`config.mk`:
```
export PLATFORM = sky130hd
export DESIGN_NAME = conv_rd_arbiter
export DESIGN_NICKNAME = d
export VERILOG_FILES = /design/src/rtl/conv_arb_pkg.sv /design/src/rtl/burst_beat_counter.sv /design/src/rtl/conv_rd_arbiter.sv
export SDC_FILE = /design/constraint.sdc
export NUM_CORES = 1
export LEC_CHECK = 0
export CORE_MARGIN = 10
export CORE_UTILIZATION = 37
export CTS_CLUSTER_SIZE = 14
export DETAILED_ROUTE_END_ITERATION = 7
export GPL_ROUTABILITY_DRIVEN = 1
export PLACE_DENSITY = 0.86
export SLEW_MARGIN = 25
export SYNTH_ARGS = -nofsm -noshare
export SYNTH_HDL_FRONTEND = slang
export SYNTH_SLANG_ARGS = --single-unit
```
`constraint.sdc`:
```
create_clock -name clk -period 5.9 [get_ports clk]
set_clock_uncertainty 0.05 [all_clocks]
set_input_delay 0.59 -clock clk [delete_from_list [all_inputs] [get_ports clk]]
set_output_delay 0.59 -clock clk [all_outputs]
set_load 0.02 [all_outputs]
```
`src/rtl/conv_arb_pkg.sv`:
```
// ---------------------------------------------------------------------------
// conv_arb_pkg
//   Shared definitions for the conv read-path arbiter and its helpers:
//   FSM state encoding and master index constants.
// ---------------------------------------------------------------------------
package conv_arb_pkg;

    localparam logic [1:0] S_IDLE = 2'd0;
    localparam logic [1:0] S_ADDR = 2'd1;
    localparam logic [1:0] S_DATA = 2'd2;

    typedef enum logic [1:0] {
        IDLE = S_IDLE,
        ADDR = S_ADDR,
        DATA = S_DATA
    } arb_state_e;

    localparam logic M0 = 1'b0;
    localparam logic M1 = 1'b1;

endpackage

```
`src/rtl/burst_beat_counter.sv`:
```
// ---------------------------------------------------------------------------
// burst_beat_counter
//   Remaining-beat counter for one burst. Loaded with the burst length on the
//   address handshake and decremented on every response handshake.
//   Ports:
//     clk, rst : clock, asynchronous active-high reset
//     load     : capture len as the remaining beat count
//     len      : burst length in beats
//     dec      : one response beat transferred
//     last     : the beat transferred this cycle is the final one
// ---------------------------------------------------------------------------
module burst_beat_counter #(
    parameter int LENW = 32
) (
    input  logic            clk,
    input  logic            rst,
    input  logic            load,
    input  logic [LENW-1:0] len,
    input  logic            dec,
    output logic            last
);

    logic [LENW-1:0] count;

    always_ff @(posedge clk or posedge rst) begin
        if (rst) begin
            count <= '0;
        end else if (load) begin
            count <= len;
        end else if (dec && (count != '0)) begin
            count <= count - LENW'(1);
        end
    end

    assign last = (count == LENW'(1)) && dec;

endmodule

```
`src/rtl/conv_rd_arbiter.sv`:
```
// ---------------------------------------------------------------------------
// conv_rd_arbiter
//   Two-master / one-slave read arbiter. One burst outstanding at a time; the
//   grant is locked from the address handshake until the last response beat.
//   Round-robin between masters when both request in the same cycle.
//
//   Handshake rule for every channel: a transfer happens on a rising clk edge
//   where valid and ready are both 1; valid never waits on ready.
//
//   Ports:
//     clk, rst                   : clock, asynchronous active-high reset
//     m0_* / m1_*                : master-side address and response channels
//     req_read_addr/_valid/_ready/_len : memory-side address channel
//     resp_read_data/_valid/_ready     : memory-side response channel
//     stat_bursts_m0/_m1         : completed-burst counters (ARB_STATS_EN only)
//     fsm_state                  : current FSM state, for observation
//
//   Optional feature macro: ARB_STATS_EN (adds the stat_bursts_* counters).
// ---------------------------------------------------------------------------
module conv_rd_arbiter
    import conv_arb_pkg::*;
#(
    parameter int AWIDTH = 32,
    parameter int DWIDTH = 32,
    parameter int LENW   = 32
) (
    input  logic              clk,
    input  logic              rst,

    input  logic [AWIDTH-1:0] m0_req_read_addr,
    input  logic              m0_req_read_addr_valid,
    output logic              m0_req_read_addr_ready,
    input  logic [LENW-1:0]   m0_req_read_len,
    output logic [DWIDTH-1:0] m0_resp_read_data,
    output logic              m0_resp_read_data_valid,
    input  logic              m0_resp_read_data_ready,

    input  logic [AWIDTH-1:0] m1_req_read_addr,
    input  logic              m1_req_read_addr_valid,
    output logic              m1_req_read_addr_ready,
    input  logic [LENW-1:0]   m1_req_read_len,
    output logic [DWIDTH-1:0] m1_resp_read_data,
    output logic              m1_resp_read_data_valid,
    input  logic              m1_resp_read_data_ready,

    output logic [AWIDTH-1:0] req_read_addr,
    output logic              req_read_addr_valid,
    input  logic              req_read_addr_ready,
    output logic [LENW-1:0]   req_read_len,
    input  logic [DWIDTH-1:0] resp_read_data,
    input  logic              resp_read_data_valid,
    output logic              resp_read_data_ready,

`ifdef ARB_STATS_EN
    output logic [31:0]       stat_bursts_m0,
    output logic [31:0]       stat_bursts_m1,
`endif

    output logic [1:0]        fsm_state
);

    arb_state_e state_q, state_d;
    logic       grant_q, grant_d;
    logic       rr_ptr_q, rr_ptr_d;

    logic              g_addr_valid;
    logic [AWIDTH-1:0] g_addr;
    logic [LENW-1:0]   g_len;
    logic              g_resp_ready;

    logic cnt_load;
    logic cnt_dec;
    logic cnt_last;
    logic burst_done;

    // Granted master's request/response-ready, selected by the locked grant.
    assign g_addr_valid = (grant_q == M1) ? m1_req_read_addr_valid  : m0_req_read_addr_valid;
    assign g_addr       = (grant_q == M1) ? m1_req_read_addr        : m0_req_read_addr;
    assign g_len        = (grant_q == M1) ? m1_req_read_len         : m0_req_read_len;
    assign g_resp_ready = (grant_q == M1) ? m1_resp_read_data_ready : m0_resp_read_data_ready;

    always_ff @(posedge clk or posedge rst) begin
        if (rst) begin
            state_q  <= IDLE;
            grant_q  <= M0;
            rr_ptr_q <= M0;
        end else begin
            state_q  <= state_d;
            grant_q  <= grant_d;
            rr_ptr_q <= rr_ptr_d;
        end
    end

    always_comb begin
        state_d    = state_q;
        grant_d    = grant_q;
        rr_ptr_d   = rr_ptr_q;
        cnt_load   = 1'b0;
        cnt_dec    = 1'b0;
        burst_done = 1'b0;

        req_read_addr           = '0;
        req_read_addr_valid     = 1'b0;
        req_read_len            = '0;
        resp_read_data_ready    = 1'b0;
        m0_req_read_addr_ready  = 1'b0;
        m1_req_read_addr_ready  = 1'b0;
        m0_resp_read_data       = '0;
        m0_resp_read_data_valid = 1'b0;
        m1_resp_read_data       = '0;
        m1_resp_read_data_valid = 1'b0;

        case (state_q)
            IDLE: begin
                // Arbitration is registered: nothing is forwarded here.
                if (m0_req_read_addr_valid && m1_req_read_addr_valid) begin
                    grant_d = rr_ptr_q;
                    state_d = ADDR;
                end else if (m1_req_read_addr_valid) begin
                    grant_d = M1;
                    state_d = ADDR;
                end else if (m0_req_read_addr_valid) begin
                    grant_d = M0;
                    state_d = ADDR;
                end
            end

            ADDR: begin
                req_read_addr       = g_addr;
                req_read_addr_valid = g_addr_valid;
                req_read_len        = g_len;
                if (grant_q == M1) begin
                    m1_req_read_addr_ready = req_read_addr_ready;
                end else begin
                    m0_req_read_addr_ready = req_read_addr_ready;
                end

                if (!g_addr_valid) begin
                    // Master withdrew before the handshake: drop it silently.
                    state_d = IDLE;
                end else if (req_read_addr_ready) begin
                    if (g_len == '0) begin
                        // Zero-length burst completes on the address beat.
                        state_d    = IDLE;
                        rr_ptr_d   = ~rr_ptr_q;
                        burst_done = 1'b1;
                    end else begin
                        cnt_load = 1'b1;
                        state_d  = DATA;
                    end
                end
            end

            DATA: begin
                resp_read_data_ready = g_resp_ready;
                if (grant_q == M1) begin
                    m1_resp_read_data       = resp_read_data;
                    m1_resp_read_data_valid = resp_read_data_valid;
                end else begin
                    m0_resp_read_data       = resp_read_data;
                    m0_resp_read_data_valid = resp_read_data_valid;
                end

                cnt_dec = resp_read_data_valid && g_resp_ready;
                if (cnt_last) begin
                    state_d    = IDLE;
                    rr_ptr_d   = ~grant_q;
                    burst_done = 1'b1;
                end
            end

            default: begin
                state_d = IDLE;
            end
        endcase
    end

    burst_beat_counter #(
        .LENW (LENW)
    ) u_beat_cnt (
        .clk  (clk),
        .rst  (rst),
        .load (cnt_load),
        .len  (g_len),
        .dec  (cnt_dec),
        .last (cnt_last)
    );

`ifdef ARB_STATS_EN
    always_ff @(posedge clk or posedge rst) begin
        if (rst) begin
            stat_bursts_m0 <= '0;
            stat_bursts_m1 <= '0;
        end else if (burst_done) begin
            if (grant_q == M1) begin
                stat_bursts_m1 <= stat_bursts_m1 + 32'd1;
            end else begin
                stat_bursts_m0 <= stat_bursts_m0 + 32'd1;
            end
        end
    end
`else
    logic unused_done;
    assign unused_done = burst_done;
`endif

    assign fsm_state = state_q;

endmodule

```
==> results of run 1 <==
-- path summary, 6_finish.rpt --
check	endpoint	start	cells past startpoint
max	u_beat_cnt.count[31]$_DFFE_PP0P_	grant_q$_DFFE_PP0P_	5
min	u_beat_cnt.count[3]$_DFFE_PP0P_	u_beat_cnt.count[3]$_DFFE_PP0P_	1
max reg2reg	u_beat_cnt.count[31]$_DFFE_PP0P_	grant_q$_DFFE_PP0P_	5
min reg2reg	u_beat_cnt.count[3]$_DFFE_PP0P_	u_beat_cnt.count[3]$_DFFE_PP0P_	1
max in group asynchronous	grant_q$_DFFE_PP0P_	rst	3
min in group asynchronous	u_beat_cnt.count[29]$_DFFE_PP0P_	rst	3
-- cells in the final DEF (no fill, tap or decap), types with 18 or more instances in the layout --
master / instances
mux2i_1: 71
nor2_1: 95
and2_1: 33
and3_1: 35
clkdlybuf4s50_1: 303
nand3_1: 24
nor3_1: 18
dfrtp_1: 35
-- synthesized netlist by cell type, types with 11 or more instances --
cell type and n:
and2_1 33, and3_1 35, buf_2 11, clkbuf_1 20, dfrtp_1 36, mux2i_1 71, nand3_1 24, nor2_1 95
nor3_1 18, nor4_1 11, o211ai_1 11, o221ai_1 11
-- area by class of cell --
| type | instances | area, µm² | area share (%) |
|---|---|---|---|
| Timing Repair Buffer | 309 | 3080 | 43.7 |
| Multi-Input combinational cell | 415 | 2780 | 39.5 |
| Sequential cell | 36 | 905 | 12.8 |
| Tap cell | 136 | 170 | 2.42 |
| Clock buffer | 6 | 82.6 | 1.17 |
| Inverter | 4 | 15.0 | 0.213 |
| Clock inverter | 2 | 10.0 | 0.142 |
| Antenna cell | 1 | 2.50 | 0.0355 |
-- cell families after synthesis --
family | after synthesis | synth area share [%]
and+or+nand+nor | 267 | 36.7
AOI/OAI and AO/OA | 74 | 15.6
muxes | 72 | 18.7
buffers and inverters | 45 | 5.11
DFF | 36 | 23.3
adders and majority gates | 2 | 0.647
-- routing by layer --
metal	routed length (µm)	track usage [%]
met1	7810	29.3
met4	322	4.71
met2	11100	47.5
met5	20	0
met3	2120	7.30
-- state kept, by name, indices dropped and copies added, names as in the netlist --
name / flops
rr_ptr_q: 1
grant_q: 1
u_beat_cnt.count: 32
fsm_state: 2
-- power by group --
part | internal (mW) | switching, mW
registers | 0.362 | 0.243
clock network | 0.0933 | 0.0949
logic | 0.941 | 1.07
total | 1.40 | 1.41
-- critical path, stage by stage (launching register included) --
cell and delay (ns):
dfrtp_4 1.07, mux2i_1 0.26, nor3b_2 0.56, o41a_1 0.86, nor2_1 0.46, a221o_1 0.45
-- stage by stage --
stage	worst slack [ns]	util (%)	area, µm²	cells	hold slack (ns)
2_1_floorplan	3.40	-	3870	496	0.417
3_3_place_gp	2.36	67.6	6940	900	0.434
3_5_place_dp	2.19	67.6	6940	900	0.454
4_1_cts	2.14	68.5	7040	908	0.473
5_1_grt	1.85	68.5	7040	908	0.508
6_report	2.06	68.5	7040	909	0.473
==> flow_summary.ini, run 1 <==
[yosys]
synthCells = 496
seq_area_frac_synth_pct = 23.3
ys.flop_type = dfrtp_1
synth_warnings = 0
syn-num-nets = 666
async_flop_share_pct = 100
synth_area_leaders = dfrtp_1 (23%), mux2i_1 (18%), nor2_1 (9.2%), and3_1 (5.7%), and2_1 (5.3%)
yosys.area.top_type = dfrtp_1
syn_avg_cell_area_um2 = 7.80
yosys.area.top_type_share_pct = 23.3
ys_seq_elements = 36
netlist_area_um2 = 3870
synth.distinct_cells = 56
synth_edf_count = 0

[drt]
wl_per_cell_um = 23.5
drcViolationCount = 0
vias = 5201
via_per_inst = 5.72
drtAntennaViolNets = 0
drtPass1Iterations = 5
routed_wirelength_um = 21300
drt_iter0_markers = 369

[cts]
clock_path_buffers = 2
clock_sinks = 36
postCtsHoldBufs = 0
htreeDepth = 2
cts.root.buffer_cell = clkbuf_8
post_cts_buffers = 0
numCtsBuffers = 5
path_clk_slew_ns = 0.08
cts_tree = done
clkLatencyLatePin_ns = 0.30
post_cts_resized = 0

[floorplan]
rows = 37
die_y_um = 122
start_util_pct = 37.6
ios = 304
dieWidth_um = 122
die_area_um2 = 14900
core_region_area_um2 = 10300

[timing]
rsz0062_at_grt = false
worstMarginPinSlew_ns = 0.959
slew_headroom_pct = 36.1
finalHoldViolCount = 0
slew_viol_final = 0
timing.fmax_mhz = 260
fin_tns_setup_ns = 0
finalCritPeriodShare_pct = 65.2
layout_min_cycle_time_ns = 3.84
setup_viol_count_final = 0

[critical_path]
critPathKind = flip-flop to flip-flop
required_ns = 6.03
arrival_ns = 3.97
cp-start-kind = flip-flop
worstPathMaxFanout = 75
rrSetupSlack_ns = 2.06
crit_path_end_kind = flip-flop

[final_layout]
area_delta_synth_final_pct = 82.1
nets = 941
drive_gt1_share_pct = 4.40
nFillCells = 824

[global_routing]
antenna_found_initial = 3
grt_pass1_vias = 5137
grt_util_all_layers_pct = 25.9
grt_max_degree = 76
grt_overflow_total = 0
grt_first_pass_wirelength_um = 30700

[power]
power.total_mw = 2.80
ir_worst_vdd_mv = 0.201
powerDensity_nw_per_um2 = 398
leakage_nw = 2.90

[placement]
dp_hpwl_um = 17600
io_buffers = 303
finalWeightedCongestion = 0.921

[hold_path]
hp-class = flip-flop to flip-flop

[run]
cap_violations = 0

[outcome]
status = finished clean
(Power assumes the default switching activity.)
==> inputs of run 2 (changes only) <==
CORE_UTILIZATION = 34   (was 37)
PLACE_DENSITY = 0.8   (was 0.86)
clock period = 3.9 ns   (was 5.9 ns; I/O delays follow)
==> flow_summary.ini, run 2 (same netlist as run 1, synthesis figures left out) <==
[floorplan]
start_util_pct = 35.2
die_y_um = 127
ios = 304
core_region_area_um2 = 11000
dieWidth_um = 127
rows = 38
die_area_um2 = 16000

[placement]
io_buffers = 303
dp_hpwl_um = 17600
finalWeightedCongestion = 0.968
dp.cells = 911
place_ws_ns = 0.862

[cts]
numCtsBuffers = 5
postCtsHoldBufs = 0
post_cts_resized = 0
htreeDepth = 2
post_cts_buffers = 0
clock_sinks = 36
clock_path_buffers = 2
path_clk_slew_ns = 0.06
cts_tree = done
cts.root.buffer_cell = clkbuf_16
clkLatencyLatePin_ns = 0.28

[critical_path]
cpMaxStageDelayCell = dfrtp_4
critPathKind = flip-flop to output port
worstPathMaxFanout = 57
required_ns = 3.46
crit_path_end_kind = output port
cp-start-kind = flip-flop
arrival_ns = 2.78
cpPeakStageDelay_ns = 0.81
path_cells = buf_4, mux2i_1, nor2_1, clkdlybuf4s50_1

[final_layout]
diodes = 0
nets = 948
mostFrequentLayoutCell = clkdlybuf4s50_1
largest_register_ffs = 32
top_register = u_beat_cnt.count
utilization_pct = 65.0
final_cells = 919
mostFrequentLayoutCells = clkdlybuf4s50_1 (303), nor2_1 (95), mux2i_1 (71), and3_1 (35), dfrtp_1 (35)
drive_gt1_share_pct = 5.26
area_delta_synth_final_pct = 84.7

[run]
cap_violations = 0

[power]
power.total_mw = 4.37
intPower_mw = 2.22
swShare_pct = 49.1
clkPwrFrac_pct = 9.2
powerDensity_nw_per_um2 = 612
power_frac_seq_pct = 19.5
power.share.combinational_pct = 71.3
ir_worst_vdd_mv = 0.383
leakage_nw = 2.96
netSwitchingPower_mw = 2.15

[global_routing]
grt_util_all_layers_pct = 24.3
antenna_found_initial = 0
grt_pass1_vias = 5019
grt_overflow_total = 0
grt_max_degree = 58
grt_first_pass_wirelength_um = 31500

[timing]
finalHoldViolCount = 0
worstMarginPinSlew_ns = 1.06
fin_tns_setup_ns = 0
slew_viol_final = 0
layout_min_cycle_time_ns = 3.22
slew_headroom_pct = 29.3
fin_ws_ns = 0.684
finalCritPeriodShare_pct = 82.5
rsz0062_at_grt = false
setup_viol_count_final = 0
timing.fmax_mhz = 311

[drt]
routed_wirelength_um = 21300
wl_per_cell_um = 23.2
via_per_inst = 5.61
drtAntennaViolNets = 0
vias = 5153
drtPass1Iterations = 5
drcViolationCount = 0
drt_iter0_markers = 447

[hold_path]
hp-class = primary input to asynchronous set/reset pin

[outcome]
status = finished clean
==> run 2: cell count changes in the layout (fill, tap and decap cells not counted) <==
cell       delta
buf_4         +7
clkbuf_16     +5
clkbuf_8      -6
clkinv_4      +1
diode_2       -1
nor2b_2       +1
nor2b_4       -1
==> run 2: worst max-delay path, delay by kind of cell (launching register included) <==
family	cells	cell delay, ns
buffers and inverters	2	1.35
flip-flops	1	0.81
multiplexers	1	0.17
AND/OR/NAND/NOR	1	0.12
==> run 2: final cells by class <==
type / instances / area (µm²)
clock buffers: 5 / 125
clock inverters: 3 / 18.8
fillers: 924 / 3840
inverters: 4 / 15.0
multi-input cells: 415 / 2780
flip-flops and latches: 36 / 905
well taps: 140 / 175
repair buffers: 316 / 3130
==> run 2: metal layers <==
layer  global-route usage, %  wire length [µm]
met1                    29.5              8360
met2                    43.4             10900
met3                    5.46              1820
met4                    3.88               225
met5                       0                 0
==> run 2: power by group through the flow <==
| stage | registers [mW] | logic [mW] | clock network, mW |
|---|---|---|---|
| global route | 0.885 | 3.31 | 0.419 |
| global placement | 0.831 | 3.08 | 0 |
| detailed placement | 0.845 | 3.12 | 0 |
| finish | 0.853 | 3.12 | 0.401 |
| floorplan | 0.706 | 1.87 | 0 |
| CTS | 0.841 | 3.13 | 0.398 |
==> run 2: stage by stage <==
step	hold slack [ns]	instance area, µm²
2_1_floorplan	0.417	3870
4_1_cts	0.262	7140
3_3_place_gp	0.428	7000
6_report	0.250	7140
3_5_place_dp	0.450	7000
5_1_grt	0.275	7140
==> run 2: worst paths after layout <==
check                           depth (start not counted)                                to  slack [ns]                       startpoint
worst min-delay path                                    2  u_beat_cnt.count[11]$_DFFE_PP0P_        0.25                              rst
worst max-delay path                                    4                 req_read_addr[25]        0.68              grant_q$_DFFE_PP0P_
max in group asynchronous                               3               grant_q$_DFFE_PP0P_        2.84                              rst
worst max register to register                          7   u_beat_cnt.count[0]$_DFFE_PP0P_        0.78              grant_q$_DFFE_PP0P_
min in group clk                                        1   u_beat_cnt.count[3]$_DFFE_PP0P_        0.47  u_beat_cnt.count[3]$_DFFE_PP0P_
worst min register to register                          1   u_beat_cnt.count[3]$_DFFE_PP0P_        0.47  u_beat_cnt.count[3]$_DFFE_PP0P_
